## src/rtl/difficulty_pkg.sv

```systemverilog
// Shared difficulty types and the level/display mappings used by the
// scheduler and by the HEX display side.
package difficulty_pkg;

  typedef enum logic [1:0] {
    IDLE = 2'd0,
    RUN  = 2'd1,
    OVER = 2'd2
  } state_t;

  typedef logic [1:0] level_t;

  localparam level_t MAX_LEVEL = 2'd3;

  // Three bits can never count past 3, so the saturation to MAX_LEVEL is inherent.
  function automatic level_t popcount3(input logic [2:0] v);
    level_t s;
    s = {1'b0, v[0]} + {1'b0, v[1]} + {1'b0, v[2]};
    return s;
  endfunction

  function automatic logic [2:0] therm_encode(input level_t l);
    logic [2:0] code;
    case (l)
      2'd0:    code = 3'b000;
      2'd1:    code = 3'b001;
      2'd2:    code = 3'b011;
      default: code = 3'b111;
    endcase
    return code;
  endfunction

endpackage

```

## src/rtl/difficulty_scheduler_step_timer.sv

```systemverilog
// Programmable-period step counter: ticks when the count reaches period-1,
// then wraps; a sync clear restarts the period from zero.
module step_timer #(
  parameter int unsigned CNT_W    = 5,
  parameter int unsigned PERIOD_W = 8
) (
  input  logic                clk_i,
  input  logic                rst_ni,
  input  logic                en_i,
  input  logic                clr_i,
  input  logic [PERIOD_W-1:0] period_i,
  output logic                tick_o
);

  logic [CNT_W-1:0] cnt_q, cnt_d;
  logic             last;

  assign last   = (PERIOD_W'(cnt_q) == (period_i - PERIOD_W'(1)));
  assign tick_o = en_i && last;

  // Clear wins over the wrap so a new period always starts from zero.
  always_comb begin
    cnt_d = cnt_q;
    if (clr_i) begin
      cnt_d = '0;
    end else if (en_i) begin
      if (last) cnt_d = '0;
      else      cnt_d = cnt_q + CNT_W'(1);
    end
  end

  always_ff @(posedge clk_i) begin
    if (!rst_ni) cnt_q <= '0;
    else         cnt_q <= cnt_d;
  end

endmodule

```

## src/rtl/difficulty_scheduler.sv

```systemverilog
// Game difficulty controller: start-level latch, hit-driven level-ups and a
// level-dependent step strobe.
module difficulty_scheduler
  import difficulty_pkg::*;
#(
  parameter int unsigned BASE_PERIOD    = 32,
  parameter int unsigned PERIOD_STEP    = 8,
  parameter int unsigned HITS_PER_LEVEL = 8
) (
  input  logic       clk,
  input  logic       reset,
  input  logic [2:0] sw,
  input  logic       start,
  input  logic       hit,
  input  logic       game_over,
  output logic [1:0] level,
  output logic [2:0] disp_code,
  output logic       step_tick,
  output logic       level_up,
  output logic       playing
);

  localparam int unsigned CNT_W = (BASE_PERIOD > 1) ? $clog2(BASE_PERIOD) : 1;
  localparam int unsigned HC_W  = (HITS_PER_LEVEL > 1) ? $clog2(HITS_PER_LEVEL) : 1;
  localparam logic [HC_W-1:0] HIT_LAST = HC_W'(HITS_PER_LEVEL - 1);

  state_t          state_q, state_d;
  level_t          level_q, level_d;
  logic [HC_W-1:0] hit_cnt_q, hit_cnt_d;
  logic            level_up_q, level_up_d;
  logic            timer_clr;
  logic            timer_en;
  logic [7:0]      period;

  always_comb begin
    state_d    = state_q;
    level_d    = level_q;
    hit_cnt_d  = hit_cnt_q;
    level_up_d = 1'b0;
    timer_clr  = 1'b0;
    case (state_q)
      IDLE: begin
        level_d = popcount3(sw);
        if (start) begin
          state_d   = RUN;
          hit_cnt_d = '0;
          timer_clr = 1'b1;
        end
      end
      RUN: begin
        // game_over takes priority: a simultaneous hit is dropped.
        if (game_over) begin
          state_d = OVER;
        end else if (hit) begin
          if (hit_cnt_q == HIT_LAST) begin
            hit_cnt_d = '0;
            if (level_q != MAX_LEVEL) begin
              level_d    = level_q + 2'd1;
              level_up_d = 1'b1;
              timer_clr  = 1'b1;
            end
          end else begin
            hit_cnt_d = hit_cnt_q + HC_W'(1);
          end
        end
      end
      OVER: begin
        if (start) begin
          state_d   = RUN;
          level_d   = popcount3(sw);
          hit_cnt_d = '0;
          timer_clr = 1'b1;
        end
      end
      default: state_d = IDLE;
    endcase
  end

  always_ff @(posedge clk) begin
    if (!reset) begin
      state_q    <= IDLE;
      level_q    <= '0;
      hit_cnt_q  <= '0;
      level_up_q <= 1'b0;
    end else begin
      state_q    <= state_d;
      level_q    <= level_d;
      hit_cnt_q  <= hit_cnt_d;
      level_up_q <= level_up_d;
    end
  end

  assign timer_en = (state_q == RUN);
  assign period   = 8'(BASE_PERIOD) - 8'(PERIOD_STEP) * {6'b0, level_q};

  step_timer #(
    .CNT_W   (CNT_W),
    .PERIOD_W(8)
  ) u_step_timer (
    .clk_i   (clk),
    .rst_ni  (reset),
    .en_i    (timer_en),
    .clr_i   (timer_clr),
    .period_i(period),
    .tick_o  (step_tick)
  );

  assign level     = level_q;
  assign disp_code = therm_encode(level_q);
  assign level_up  = level_up_q;
  assign playing   = (state_q == RUN);

endmodule

```

## config.mk

```make
export PLATFORM = sky130hd
export DESIGN_NAME = difficulty_scheduler
export DESIGN_NICKNAME = d
export VERILOG_FILES = /design/src/rtl/difficulty_pkg.sv /design/src/rtl/difficulty_scheduler_step_timer.sv /design/src/rtl/difficulty_scheduler.sv
export SDC_FILE = /design/constraint.sdc
export NUM_CORES = 1
export LEC_CHECK = 0
export CORE_MARGIN = 3
export CORE_UTILIZATION = 48
export DETAILED_ROUTE_END_ITERATION = 7
export GPL_ROUTABILITY_DRIVEN = 0
export PLACE_DENSITY = 0.76
export SLEW_MARGIN = 20
export SYNTH_ARGS = -nofsm -noshare
export SYNTH_HDL_FRONTEND = slang
export SYNTH_SLANG_ARGS = --single-unit
export TNS_END_PERCENT = 100
```

## constraint.sdc

```tcl
create_clock -name clk -period 2.3 [get_ports clk]
set_clock_uncertainty 0.2 [all_clocks]
set_input_delay 0.345 -clock clk [delete_from_list [all_inputs] [get_ports clk]]
set_output_delay 0.345 -clock clk [all_outputs]
set_load 0.03 [all_outputs]
```

==> metrics.md, run 1 <==
| Metric | Value |
|---|---|
| Final Net Count | `114` |
| Crit-path cells | `inv_2 > ha_4 > xor2_4 > mux2i_2 > nor3_4 > buf_6` |
| Max FO, Critical Path | `7` |
| Largest net degree at the start of global routing | `14` |
| XOR/XNOR share of the synthesized area | `0.05892` |
| Max incr delay on CP | `a little under 0.4 ns` |
| FF+latch count, synth | `13` |
| First-pass GRT wire length | `about 2300 microns` |
| Syn nets | `95` |
| GRT Util Overall | `0.1643` |
| Final core utilization | `0.7077` |
| HP Class | `register to register` |
| Compound-Gate Fraction of Synth Area | `0.1077` |
| Root Buffer | `clkbuf_4` |
| Period utilisation layout | `0.9724` |
| Worst path arrival time | `1.69 ns` |
| Post-Synth Adder-Cell Area | `0.1448` |
| Setup TNS | `0 ns` |
| Crit path max-delay family | `flip-flops` |
| Number of I/O port buffers | `15` |
| Commonest non-fill, non-tap cell in the layout | `clkdlybuf4s50_1` |
| Storage element area | `between 200 and 300 sq um` |
| Area of the multi-input gates | `approximately 490 sq um` |
| Synth Cell Area | `743.2 sq um` |
| RSZ-0062 raised after global routing | `false` |
| Slew HR | `0.6836` |
| Clock-pin slew on the worst setup and hold paths | `roughly 0.08 ns` |
| Slew Limit Fails | `0` |
| Fill cell count | `107` |
| Mux share of post-synthesis cell area | `0.04040` |
| Gr ovfl total | `0` |
| CP Launch Type | `register` |
| PnR Total Power | `0.0005492 W` |
| # IOs | `16` |
| ANT nets after route | `0` |
| DRT iter0 DRCs | `11` |
| Ys Warns | `0` |
| Hold Violations, Final | `0` |
| Area of the core | `0.001383 sq mm` |
| Deepest clock path buffer count | `2` |
| Peak supply drop | `0.4229 mV` |
| Die H | `about 45 microns` |
| Leakage Power | `approximately 0.4 nW` |
| Worst Path Class, Setup | `register to primary output` |
| Clk sinks | `13` |
| Main combinational cell family by area after synthesis | `simple AND/OR/NAND/NOR gates` |
| Full die area | `0.002057 sq mm` |
| DRC errors left | `0` |
| FMAX | `447.1 MHz` |
| H-tree depth | `1` |
| Outcome | `complete, no violations` |
| Maxcap violations | `0` |
| Buf/Inv on CP | `2` |
| HPWL after DPL | `1048 microns` |
| Commonest non-fill, non-tap cells in the layout | `clkdlybuf4s50_1 (12), dfxtp_1 (11), nor2_1 (6), ha_1 (6), nor3_1 (5)` |
| Initial Utilization | `0.5376` |
| Tightest Pin Transition | `0.4725 ns` |
| Die width | `45.35 microns` |
| Setup bufs post-CTS | `0` |
| FP Rows | `13` |
| Area grow syn2layout | `31.65%` |
| Via Count | `around 600` |
| CP Data Required Time | `1.75 ns` |
| Initial antenna violation count | `0` |
| Cell variety after synth | `30` |
| CTS tree | `done` |
| Final setup viols | `0` |
| Cts bufs inserted | `3` |
| CTS Hold Bufs | `0` |
| Post-Synth Simple-Gate Area | `0.2475` |
| Seq/Total Area, Yosys | `0.3502` |
| Avg Vias per Cell | `5.330` |
| Cell Pwr Density | `561.4 mW/mm^2` |
| Fraction of layout cells with a size suffix above 1 | `0.1649` |
| Worst skew pair latency | `0.28 ns` |
| Vias in the first global route | `between 500 and 600` |
| Slowest stage cell, crit path | `dfxtp_4` |
| Post-Synthesis Cells | `79` |
| Drt pass-1 iters | `3` |
| ANT cells | `0` |
| CP Capture Type | `primary output` |
| Final Critical Period | `2.236 ns` |
| Mean routed wirelength per cell | `12.47 microns` |
| Mapped Avg Cell Area | `9.408 sq um` |
| Final WL | `1397 microns` |
==> layer usage <==
layer	routed length (microns)	GRT usage
met5	0	0
met4	48	0.1404
met3	66	0.02390
met2	558	0.2373
met1	724	0.2112
==> worst register-to-register path, cell delays in order, from the launching register on <==
cell and delay, ns:
dfxtp_4 0.37, ha_1 0.24, nand2b_1 0.22, a221oi_2 0.37, nor2_1 0.07, a211oi_1 0.19
==> registers in the layout, summed over array words and instances (netlist names) <==
signal,count
level_up,1
state_q,2
level,2
u_step_timer.cnt_q,5
hit_cnt_q,3
==> final cells by class <==
class,count,area share
clock buffer,4,0.02685
multi-input combinational,59,0.4974
inverter,5,0.01918
tap,15,0.01918
timing repair buffer,16,0.1637
sequential,13,0.2737
==> cell families (layout without fill, tap and decap cells) <==
group | Yosys count | after routing
buffers and inverters | 7 | 25
DFF | 13 | 13
and+or+nand+nor | 32 | 32
adders and majority gates | 8 | 8
xor gates and xnor gates | 5 | 5
muxes | 3 | 3
AOI/OAI and AO/OA | 11 | 11
==> power breakdown <==
group | switching (W) | internal [W]
registers | 0.0000120 | 0.000234
clock network | 0.0000789 | 0.0000674
logic | 0.0000809 | 0.0000756
==> synth_stat cells <==
library cell   n  area, sq um
a211oi_1       2        15.01
a21oi_1        4        20.02
a221oi_2       1        15.01
a2bb2oi_1      1        8.760
a31oi_1        1        6.260
and2b_4        1        10.01
and3b_1        1        8.760
buf_8          1        15.01
clkbuf_1       1        3.750
dfxtp_1       13        260.3
fa_1           1        20.02
ha_1           7        87.58
inv_1          5        18.77
mux2i_1        3        30.03
nand2_1        4        15.01
nand2b_1       2        12.51
nand3_1        3        15.01
nand4_1        2        12.51
nand4bb_1      1        11.26
nor2_1         6        22.52
nor2b_1        3        18.77
nor3_1         5        25.02
nor3_2         1        10.01
nor3b_1        1        7.510
o211ai_1       1        7.510
o21a_1         1        7.510
or2_2          1        6.260
or3b_1         1        8.760
xnor2_1        1        8.760
xor2_1         4        35.03
==> final timing paths <==
path / slack [ns] / start / endpoint / cells past startpoint
worst max-delay path: 0.06 / level[0] / step_tick / 6
worst min-delay path: 0.28 / hit_cnt_q[1] / hit_cnt_q[1] / 2
worst max register to register: 0.55 / level[0] / level[1] / 5
worst min register to register: 0.28 / hit_cnt_q[1] / hit_cnt_q[1] / 2
==> per-stage QoR <==
stage	hold WS [ns]	setup WS [ns]	area, sq um	instances
final	0.2819	0.06359	978.4	112
after detailed placement	0.2656	0.1155	904.6	108
after floorplan	0.2516	0.03727	749.5	79
after global placement	0.2591	0.2035	904.6	108
after global routing	0.3007	0.007299	978.4	112
after CTS	0.2823	0.01993	960.9	112
==> timing repair <==
action,in CTS,in global routing
endpoints found under the setup margin,2,2
gates resized for setup,9,4
pin swaps,1,1
Note: power is estimated with default switching activity, not from simulation.
==> run 2: changes to the inputs <==
clock period = 2.2 ns   (was 2.3 ns; I/O delays follow)
==> metrics.md, run 2 (synthesized netlist as in run 1, its figures left out) <==
| Metric | Value |
|---|---|
| Outcome | `complete, no violations` |
| Max FFs per register | `5` |
| CP Capture Type | `primary output` |
| Avg Vias per Cell | `5.351` |
| Hold path start | `hit_cnt_q[1]` |
| Worst path arrival time | `1.66 ns` |
| Cell Pwr Density | `570.9 mW/mm^2` |
| RSZ-0062 raised after global routing | `true` |
| GRT met3 Usage | `0.04781` |
| Setup TNS | `0 ns` |
| HP Class | `register to register` |
| Placed Area | `905.9 sq um` |
| Post-route cell area | `slightly below 0.001 sq mm` |
| Initial Utilization | `0.5376` |
| CTS tree | `done` |
| Clk sinks | `13` |
| DRT iter0 DRCs | `7` |
| FP Rows | `13` |
| Mean routed wirelength per cell | `roughly 13 microns` |
| Final setup viols | `0` |
| GR met2 Demand/Resource | `0.2458` |
| M1 GR Usage | `0.2044` |
| Peak supply drop | `0.4905 mV` |
| Largest Register | `u_step_timer.cnt_q` |
| Final core utilization | `0.7104` |
| Vias in the first global route | `551` |
| Fraction of layout cells with a size suffix above 1 | `0.1818` |
| Cts bufs inserted | `3` |
| ANT cells | `0` |
| H-tree depth | `1` |
| Deepest clock path buffer count | `2` |
| Top flop regs | `u_step_timer.cnt_q: 5 flops, hit_cnt_q: 3 flops` |
| Drt pass-1 iters | `4` |
| CTS Hold Bufs | `0` |
| Worst skew pair latency | `~0.27 ns` |
| First-pass GRT wire length | `2339 microns` |
| Area of the core | `roughly 0.0014 sq mm` |
| DRC errors left | `0` |
| Period utilisation layout | `0.9949` |
| Maxcap violations | `0` |
| Clock-pin slew on the worst setup and hold paths | `0.07 ns` |
| Hold Crit Depth | `2` |
| Cells on worst reg2reg path | `7` |
| Die H | `45.35 microns` |
| Root Buffer | `clkbuf_4` |
| Area grow syn2layout | `32.15%` |
| Gr ovfl total | `0` |
| ANT nets after route | `0` |
| CP Data Required Time | `1.67 ns` |
| Commonest non-fill, non-tap cells in the layout | `dfxtp_1 (11), clkdlybuf4s50_1 (11), nor2_1 (6), ha_1 (6), nor3_1 (5)` |
| GRT Util Overall | `0.1645` |
| Slew HR | `0.6974` |
| Final Net Count | `116` |
| HPWL after DPL | `1070 microns` |
| Number of I/O port buffers | `15` |
| Max FO, Critical Path | `5` |
| Via Count | `610` |
| # IOs | `16` |
| Full die area | `0.002057 sq mm` |
| Die width | `45.35 microns` |
| Leakage Power | `~0.41 nW` |
| FMAX | `456.9 MHz` |
| Initial antenna violation count | `0` |
| Slew Limit Fails | `0` |
| Tightest Pin Transition | `0.4529 ns` |
| Fill cell count | `110` |
| Crit path from | `level[0]` |
| Largest net degree at the start of global routing | `14` |
| Worst Path Class, Setup | `register to primary output` |
| Worst R2R Start | `level[0]` |
| CP Launch Type | `register` |
| Final WL | `1425 microns` |
| GR peak layer | `met2` |
| Final Critical Period | `roughly 2.2 ns` |
| Hold Violations, Final | `0` |
-- run 2: changes by cell type in the layout (fill, tap and decap cells not counted) --
cell / delta
buf_4: +2
dlygate4sd2_1: +2
inv_2: -2
inv_4: +2
clkdlybuf4s50_1: -1
dlymetal6s2s_1: -1
xor2_2: +1
xor2_4: -1
-- run 2: where the power goes --
part | internal [W] | switching [W]
Sequential | 0.000245 | 0.0000134
Clock | 0.0000703 | 0.0000743
Combinational | 0.0000750 | 0.0000828
-- run 2: worst max-delay path: stages (launching register included) --
cell and delay [ns]:
dfxtp_4 0.38, inv_4 0.05, ha_4 0.27, xor2_2 0.17
mux2i_2 0.29, nor3_4 0.08, buf_6 0.14
-- run 2: final cells by class --
type                            count  area [sq um]  area share
Sequential cell                    13         267.8      0.2726
Clock buffer                        4         26.28     0.02675
Timing Repair Buffer               18         170.2      0.1732
Inverter                            5         23.77     0.02420
Tap cell                           15         18.77     0.01911
Multi-Input combinational cell     59         475.5      0.4841
-- run 2: what timing repair did --
item | CTS | global route
endpoints found under the hold margin | 0 | 0
buffers inserted | 0 | 2
resized for setup | 10 | 4
setup endpoints to repair | 4 | 1
pin swaps | 2 | 1
-- run 2: through the flow --
step / setup WS [ns] / hold WS [ns] / total power (W) / instances
6_report: 0.01114 / 0.2779 / 0.0005607 / 114
5_1_grt: -0.08227 / 0.3103 / 0.0005991 / 114
4_1_cts: -0.01874 / 0.2816 / 0.0005531 / 112
3_5_place_dp: 0.1265 / 0.2716 / 0.0004081 / 108
3_3_place_gp: 0.1425 / 0.2651 / 0.0004056 / 108
2_1_floorplan: 0.04803 / 0.2474 / 0.0003564 / 79
-- run 2: path summary, 6_finish.rpt --
| kind | endpoint | slack (ns) |
|---|---|---|
| max | step_tick | 0.01 |
| min | hit_cnt_q[1] | 0.28 |
| max reg2reg | u_step_timer.cnt_q[3] | 0.34 |
| min reg2reg | hit_cnt_q[1] | 0.28 |
-- run 2: layer usage --
layer	vias to the layer above	wire length, microns	share of wire
met1	270	675	0.47
met4	0	37	0.026
met5	-	0	0
met3	4	83	0.058
met2	18	628	0.44
li1	318	-	-
==> run 3: changes to the inputs <==
ABC_AREA = 1   (was unset)
CORE_UTILIZATION = 49   (was 48)
PLACE_DENSITY = 0.74   (was 0.76)
==> metrics.md, run 3 <==
| Metric | Value |
|---|---|
| # IOs | `16` |
| Die width | `46.96 microns` |
| Proportion of synthesized flip-flops having asynchronous set or reset | `0` |
| Synth area leader | `dfxtp_1` |
| Ys Warns | `0` |
| Setup TNS | `0 ns` |
| Outcome | `complete, no violations` |
| Max FO, Critical Path | `4` |
| Top-count cell post-synth | `nand2_1` |
| Top flop regs | `u_step_timer.cnt_q: 5 flops, hit_cnt_q: 3 flops` |
| Leakage Power | `0.5387 nW` |
| CP Capture Type | `primary output` |
| GRT Util Overall | `0.1829` |
| Root Buffer | `clkbuf_4` |
| Cell Pwr Density | `590.2 mW/mm^2` |
| HP Class | `register to register` |
| PnR Total Power | `0.0006255 W` |
| Vias in the first global route | `740` |
| HPWL after DPL | `approximately 1400 microns` |
| Commonest non-fill, non-tap cells in the layout | `nand2_1 (27), nor2_1 (19), inv_1 (16)` |
| Initial Utilization | `0.5333` |
| Main synth FF type | `dfxtp_1` |
| Synth Cell Area | `822.0 sq um` |
| Largest Register | `u_step_timer.cnt_q` |
| Period utilisation layout | `0.9741` |
| Dominant cells by area after synthesis | `dfxtp_1 (32%), nand2_1 (13%), ha_1 (11%), nor2_1 (8.7%), inv_1 (8.2%)` |
| Cts bufs inserted | `3` |
| Top cell type's share of synthesized area | `0.3166` |
| Clock-pin slew on the worst setup and hold paths | `0.08 ns` |
| Hold Violations, Final | `0` |
| Worst path arrival time | `1.61 ns` |
| RSZ-0062 raised after global routing | `false` |
| Crit-path cells | `buf_4 > ha_1 > or2_2 > dlygate4sd2_1` |
| DRC errors left | `0` |
| Largest net degree at the start of global routing | `9` |
| Avg Vias per Cell | `~4.9` |
| Initial antenna violation count | `0` |
| Post-synth EDFFs | `0` |
| Maxcap violations | `0` |
| Final Net Count | `158` |
| Cell variety after synth | `25` |
| CP Launch Type | `register` |
| Final Critical Period | `about 2.1 ns` |
| Full die area | `0.002205 sq mm` |
| Post-Synthesis Cells | `119` |
| Gr ovfl total | `0` |
| Commonest non-fill, non-tap cell in the layout | `nand2_1` |
| Area of the core | `0.001541 sq mm` |
| Post-route cell area | `approximately 0.0011 sq mm` |
| Placed Area | `993.5 sq um` |
| Clk sinks | `13` |
| CTS Hold Bufs | `0` |
| Final setup viols | `0` |
| Mean routed wirelength per cell | `11.08 microns` |
| Max FFs per register | `5` |
| Seq/Total Area, Yosys | `0.3166` |
| Final WL | `approximately 1700 microns` |
| DRT iter0 DRCs | `8` |
| Fin Hold WS | `0.2775 ns` |
| Commonest cells in the netlist | `nand2_1 (28), nor2_1 (19), inv_1 (18)` |
| Drt pass-1 iters | `3` |
| Die H | `46.96 microns` |
| CTS tree | `done` |
| FP Rows | `14` |
| FMAX | `466.6 MHz` |
| First-pass GRT wire length | `2856 microns` |
| Worst skew pair latency | `0.27 ns` |
| Slew HR | `0.7899` |
| Max incr delay on CP | `0.36 ns` |
| Fraction of layout cells with a size suffix above 1 | `0.1631` |
| Peak supply drop | `0.3261 mV` |
| Worst Path Class, Setup | `register to primary output` |
| Deepest clock path buffer count | `2` |
| Via Count | `777` |
| ANT cells | `0` |
| Tightest Pin Transition | `0.3146 ns` |
| Syn nets | `about 140` |
| Area grow syn2layout | `28.92%` |
| Slew Limit Fails | `0` |
| CP Data Required Time | `about 1.7 ns` |
| Number of I/O port buffers | `15` |
| Mapped Avg Cell Area | `6.908 sq um` |
| ANT nets after route | `0` |
| H-tree depth | `1` |
| FF+latch count, synth | `13` |
| Slowest stage cell, crit path | `dfxtp_4` |
run 3: cell types whose count changed after synthesis, moves of 2 or more:
cell	delta
mux2i_1	-3
o21ai_0	+4
xor2_1	-2
nand3_1	+4
nor3_1	-3
nor2_1	+13
nand2_2	+2
a211oi_1	-2
nand2b_1	-2
inv_1	+13
nor2b_1	-3
nand2_1	+24
run 3: repair_timing:
action | in CTS | in global routing
pin swaps | 0 | 1
gates resized for setup | 1 | 9
endpoints found under the setup margin | 1 | 2
buffers inserted | 0 | 2
run 3: cell type report:
class	count	area, sq um
Timing Repair Buffer	19	182.7
Clock buffer	4	26.28
Multi-Input combinational cell	85	488.0
Sequential cell	13	265.3
Inverter	20	77.57
Fill cell	143	481.7
Tap cell	16	20.02
run 3: cell families after synthesis:
kind of cell / after synthesis / synth area share
flops: 13 / 0.3166
buf+inv: 21 / 0.1081
simple gates: 66 / 0.3607
xor+xnor: 2 / 0.02131
compound gates: 9 / 0.06241
fa+ha+maj: 8 / 0.1309
run 3: report_power, final:
part / leakage, nW / internal (W) / switching, W / total, W
Combinational: 0.417 / 0.0000929 / 0.000123 / 0.000216
Sequential: 0.107 / 0.000250 / 0.0000104 / 0.000260
Clock: 0.0150 / 0.0000702 / 0.0000793 / 0.000150
Total: 0.539 / 0.000413 / 0.000213 / 0.000625
run 3: worst max-delay path, delay by kind of cell (launching register included):
kind | cells | cell delay (ns)
simple gates | 1 | 0.29
flops | 1 | 0.36
fa+ha+maj | 1 | 0.20
buf+inv | 2 | 0.48
run 3: path summary, 6_finish.rpt:
path	start	to	slack, ns	cells after the start
hold / removal	hit_cnt_q[2]	hit_cnt_q[2]	0.28	2
setup reg to reg	level[1]	u_step_timer.cnt_q[0]	0.58	10
hold reg to reg	hit_cnt_q[2]	hit_cnt_q[2]	0.28	2
setup / recovery	level[1]	disp_code[1]	0.06	4
run 3: metal layers:
| layer | wire, microns | share of wire | up-vias | track usage |
|---|---|---|---|---|
| met5 | 0 | 0 | - | 0 |
| met4 | 22 | 0.013 | 0 | 0.06630 |
| met3 | 60 | 0.034 | 4 | 0.03448 |
| met2 | 926 | 0.53 | 9 | 0.3225 |
| met1 | 731 | 0.42 | 352 | 0.2189 |
| li1 | - | - | 412 | - |
run 3: through the flow:
step                      setup slack [ns]  std cells  utilization
after global routing              0.004293        157       0.6875
after floorplan                     0.1281        119            -
after CTS                         0.006032        155       0.6607
after detailed placement            0.1839        151       0.6445
final                              0.05703        157       0.6875
after global placement              0.2067        151       0.6445
